<file path="src/rtl/nibble_subtractor.sv">
// Serial subtractor: one 4-bit lookahead slice per clock, LSB slice first.
// Define SUB_OVERFLOW_EN to add a signed-overflow output.
module nibble_subtractor #(
    parameter int WIDTH = 16
) (
    input  logic             clock,
    input  logic             reset,
    input  logic             start,
    input  logic [WIDTH-1:0] a,
    input  logic [WIDTH-1:0] b,
    output logic             busy,
    output logic             done,
    output logic [WIDTH-1:0] diff,
`ifdef SUB_OVERFLOW_EN
    output logic             borrow_out,
    output logic             overflow
`else
    output logic             borrow_out
`endif
);

    localparam int NIB = WIDTH / 4;
    localparam int IW  = (NIB > 1) ? $clog2(NIB) : 1;

    typedef enum logic [1:0] {
        IDLE = 2'd0,
        RUN  = 2'd1,
        DONE = 2'd2
    } state_t;

    state_t          state, state_nx;
    logic [WIDTH-1:0] a_q, b_q;
    logic [IW-1:0]   idx;
    logic            carry;
    logic            last;
    logic            accept;
    logic [3:0]      sa, sb, g, p, sum;
    logic [4:0]      c;

    assign last   = (idx == IW'(NIB - 1));
    assign accept = start && (state == IDLE || state == DONE);
    assign busy   = (state == RUN);
    assign done   = (state == DONE);

    always_ff @(posedge clock) begin
        if (reset) state <= IDLE;
        else       state <= state_nx;
    end

    always_comb begin
        state_nx = state;
        case (state)
            IDLE:    if (start) state_nx = RUN;
            RUN:     if (last) state_nx = DONE;
            DONE:    state_nx = start ? RUN : IDLE;
            default: state_nx = IDLE;
        endcase
    end

    // a - b computed as a + ~b + 1, carry threaded between slices
    always_comb begin
        sa   = a_q[4*idx +: 4];
        sb   = b_q[4*idx +: 4];
        g    = sa & ~sb;
        p    = sa ^ ~sb;
        c    = '0;
        c[0] = carry;
        for (int i = 0; i < 4; i++) begin
            c[i+1] = g[i] | (p[i] & c[i]);
        end
        sum = p ^ c[3:0];
    end

    always_ff @(posedge clock) begin
        if (reset) begin
            a_q        <= '0;
            b_q        <= '0;
            idx        <= '0;
            carry      <= 1'b1;
            diff       <= '0;
            borrow_out <= 1'b0;
`ifdef SUB_OVERFLOW_EN
            overflow   <= 1'b0;
`endif
        end else if (accept) begin
            a_q   <= a;
            b_q   <= b;
            idx   <= '0;
            carry <= 1'b1;
        end else if (state == RUN) begin
            diff[4*idx +: 4] <= sum;
            carry            <= c[4];
            if (last) begin
                idx        <= '0;
                borrow_out <= ~c[4];
`ifdef SUB_OVERFLOW_EN
                overflow   <= (a_q[WIDTH-1] != b_q[WIDTH-1]) &&
                              (sum[3] != a_q[WIDTH-1]);
`endif
            end else begin
                idx <= idx + IW'(1);
            end
        end
    end

endmodule

</file>
<file path="config.mk">
export PLATFORM = sky130hd
export DESIGN_NAME = nibble_subtractor
export DESIGN_NICKNAME = d
export VERILOG_FILES = /design/src/rtl/nibble_subtractor.sv
export SDC_FILE = /design/constraint.sdc
export NUM_CORES = 1
export LEC_CHECK = 0
export ABC_AREA = 0
export CAP_MARGIN = 0
export CORE_MARGIN = 3
export CORE_UTILIZATION = 50
export DETAILED_ROUTE_END_ITERATION = 10
export GPL_TIMING_DRIVEN = 0
export PLACE_DENSITY = 0.79
export REMOVE_ABC_BUFFERS = 1
export SLEW_MARGIN = 30
export SYNTH_ARGS = -nofsm -noshare
export SYNTH_HDL_FRONTEND = slang
export SYNTH_SLANG_ARGS = --single-unit
</file>
<file path="constraint.sdc">
create_clock -name clock -period 3.3 [get_ports clock]
set_input_delay 0.99 -clock clock [delete_from_list [all_inputs] [get_ports clock]]
set_output_delay 0.99 -clock clock [all_outputs]
set_load 0.03 [all_outputs]
</file>
==> impl_metrics.tcl <==
set metrics [dict create \
    status "finished clean" \
    min_period_over_period 0.914 \
    crit_required_ns 2.31 \
    cts_buffer_depth 2 \
    hold_class "reg2reg" \
    io_pins 54 \
    cts.sinks 54 \
    dp_cells 354 \
    multiInputGateArea_sq_mm 0.00119 \
    die_w_um 75.2 \
    synthArstFlopShare 0 \
    grt_pass1_vias 1708 \
    vias 1910 \
    fin_cells 366 \
    final_antenna_net_count 0 \
    cts-root-buf "clkbuf_8" \
    numPortBuffers 53 \
    drc 0 \
    seq_area_sq_mm 0.00109 \
    maxSlewHeadroom 0.581 \
    layout-drive-gt1-share 0.0764 \
    areaGrowthSynthToFinish_pct 29.2 \
    synth_edf_count 0 \
    synth_cell_types 28 \
    track_usage 0.178 \
    seq_area_frac_synth 0.452 \
    reg2reg_depth 9 \
    hpwl_um 3270 \
    n_antenna_cell 0 \
    post_drt_wl_per_cell_um 12.8 \
    rows 24 \
    die_h_um 75.2 \
    clk_latency_ns 0.30 \
    coreArea_sq_mm 0.00447 \
    hold_violations 0 \
    critPathArrivalTime_ns 2.03 \
    peakVddDrop_mv 0.278 \
    worstHoldPathCells 2 \
    grt_max_degree 35 \
    startpoint_type "flop" \
    initial_core_util 0.535 \
    syn_avg_cell_area_sq_um 9.06 \
    period_needed_ns 3.02 \
    finalMaxSlewViolations 0 \
    end_kind "output pin" \
    hold_buffers 0 \
    tightestPinTransition_ns 0.629 \
    via_per_inst 5.22 \
    cap_violations 0 \
    path_clk_slew_ns 0.10 \
    drt_wl_total_um 4690 \
    cts_tree "built" \
    leakagePower_nw 1.14 \
    yosys_warnings 0 \
    rsz0062_at_grt "no" \
    syn-cell-area_sq_mm 0.00239 \
    htree_levels 2 \
    fillers 382 \
    p_per_area_mw_per_mm2 416 \
    nets 358 \
    drt-pass1-iter-count 4 \
    path_class "reg2out" \
    initialDrtViolationCount 65 \
    path_max_fanout 13 \
    die-area_sq_mm 0.00565 \
    syn_inst 264 \
    hold_slack_ns 0.454 \
    antenna_found_initial 0 \
    synth_seq_cells 54 \
    globalplace.congestion 0.781 \
    finClkSkew_ns 0.00638 \
    overflow 0 \
    setup_violations 0 \
    synth-main-ff-cell "dfxtp_1" \
    fmax_mhz 332 \
    grt_pass1_wl_um 7640 \
    cts_buffers 5 \
]
-- registers in the layout, indices dropped and copies added (netlist names) --
register    flops
a_q            16
b_q            16
diff           16
idx             2
state           2
borrow_out      1
carry           1
-- cells by family (layout without fill, tap and decap cells) --
kind of cell,Yosys count,after routing,share of synthesized area
AOI/OAI and AO/OA,52,52,0.123
and+or+nand+nor,108,108,0.214
buffers and inverters,31,81,0.0565
adders and majority gates,10,10,0.0649
muxes,9,9,0.0889
DFF,54,54,0.452
-- per-stage QoR --
stage,area [sq um],utilization,worst slack [ns],setup TNS (ns),power (mW)
2_1_floorplan,2310,-,0.161,0,0.830
3_3_place_gp,2910,0.649,-0.237,-7.15,0.921
3_5_place_dp,2970,0.663,-0.155,-0.607,0.936
4_1_cts,3060,0.683,0.0793,0,1.30
5_1_grt,3090,0.691,0.104,0,1.34
6_report,3090,0.691,0.285,0,1.29
-- Yosys cell counts, types with 2 or more instances --
cell type	count	area, sq um
nand4_1	6	37.5
or3b_1	2	17.5
fa_1	4	80.1
and2b_1	3	22.5
clkbuf_1	7	26.3
and3b_1	2	17.5
nand2b_1	7	43.8
mux4_2	2	45.0
buf_2	9	45.0
ha_1	6	75.1
a21oi_1	42	210
nand3b_1	4	30.0
o32ai_1	8	70.1
dfxtp_1	54	1080
nor2_1	3	11.3
nor3b_2	2	25.0
inv_1	14	52.6
nand2_1	74	278
mux4_1	6	158
-- power by group --
group	leakage [nW]	switching [mW]	internal, mW
Combinational	0.657	0.111	0.114
Sequential	0.442	0.0185	0.681
Clock	0.0441	0.213	0.149
-- worst max-delay path, cell delays in order, from the launching register on --
cell and delay [ns]:
dfxtp_1 0.53, and2b_1 0.43, clkdlybuf4s50_1 0.75
-- metal layers --
layer / global-route usage / routed length (um) / up-vias
li1: - / - / 997
met1: 0.212 / 2050 / 860
met2: 0.317 / 2320 / 48
met3: 0.0481 / 266 / 5
met4: 0.0505 / 48 / 0
met5: 0 / 0 / -
-- final timing paths --
check | from | endpoint | slack [ns]
worst max-delay path | state[0]$_SDFFE_PP0P_ | busy | 0.28
worst min-delay path | a_q[1]$_SDFFE_PP0P_ | a_q[1]$_SDFFE_PP0P_ | 0.45
worst max register to register | idx[0]$_SDFFE_PP0P_ | borrow_out$_SDFFE_PP0P_ | 0.31
worst min register to register | a_q[1]$_SDFFE_PP0P_ | a_q[1]$_SDFFE_PP0P_ | 0.45
-- layout by cell type (no fill, tap or decap), types with 3 or more instances in the layout --
master / netlist / layout
nand2_1: 74 / 74
dfxtp_1: 54 / 52
clkdlybuf4s50_1: 0 / 52
a21oi_1: 42 / 42
inv_1: 14 / 14
o32ai_1: 8 / 8
mux4_1: 6 / 6
nand2b_1: 7 / 6
nand4_1: 6 / 6
ha_1: 6 / 6
clkbuf_8: 0 / 5
nand3b_1: 4 / 4
fa_1: 4 / 4
buf_4: 0 / 4
and2b_1: 3 / 3
nor2_1: 3 / 3
-- final cells by class --
cell class / count / area share
clock inverters: 3 / 0.00688
repair buffers: 59 / 0.198
well taps: 52 / 0.0211
flip-flops and latches: 54 / 0.351
multi-input cells: 179 / 0.384
clock buffers: 5 / 0.0223
inverters: 14 / 0.0170
-- what timing repair did --
item | CTS | global route
buffers inserted | 0 | 4
endpoints found under the setup margin | 5 | 5
gates resized for setup | 1 | 2
No activity file was read; power rests on OpenSTA's default activity.
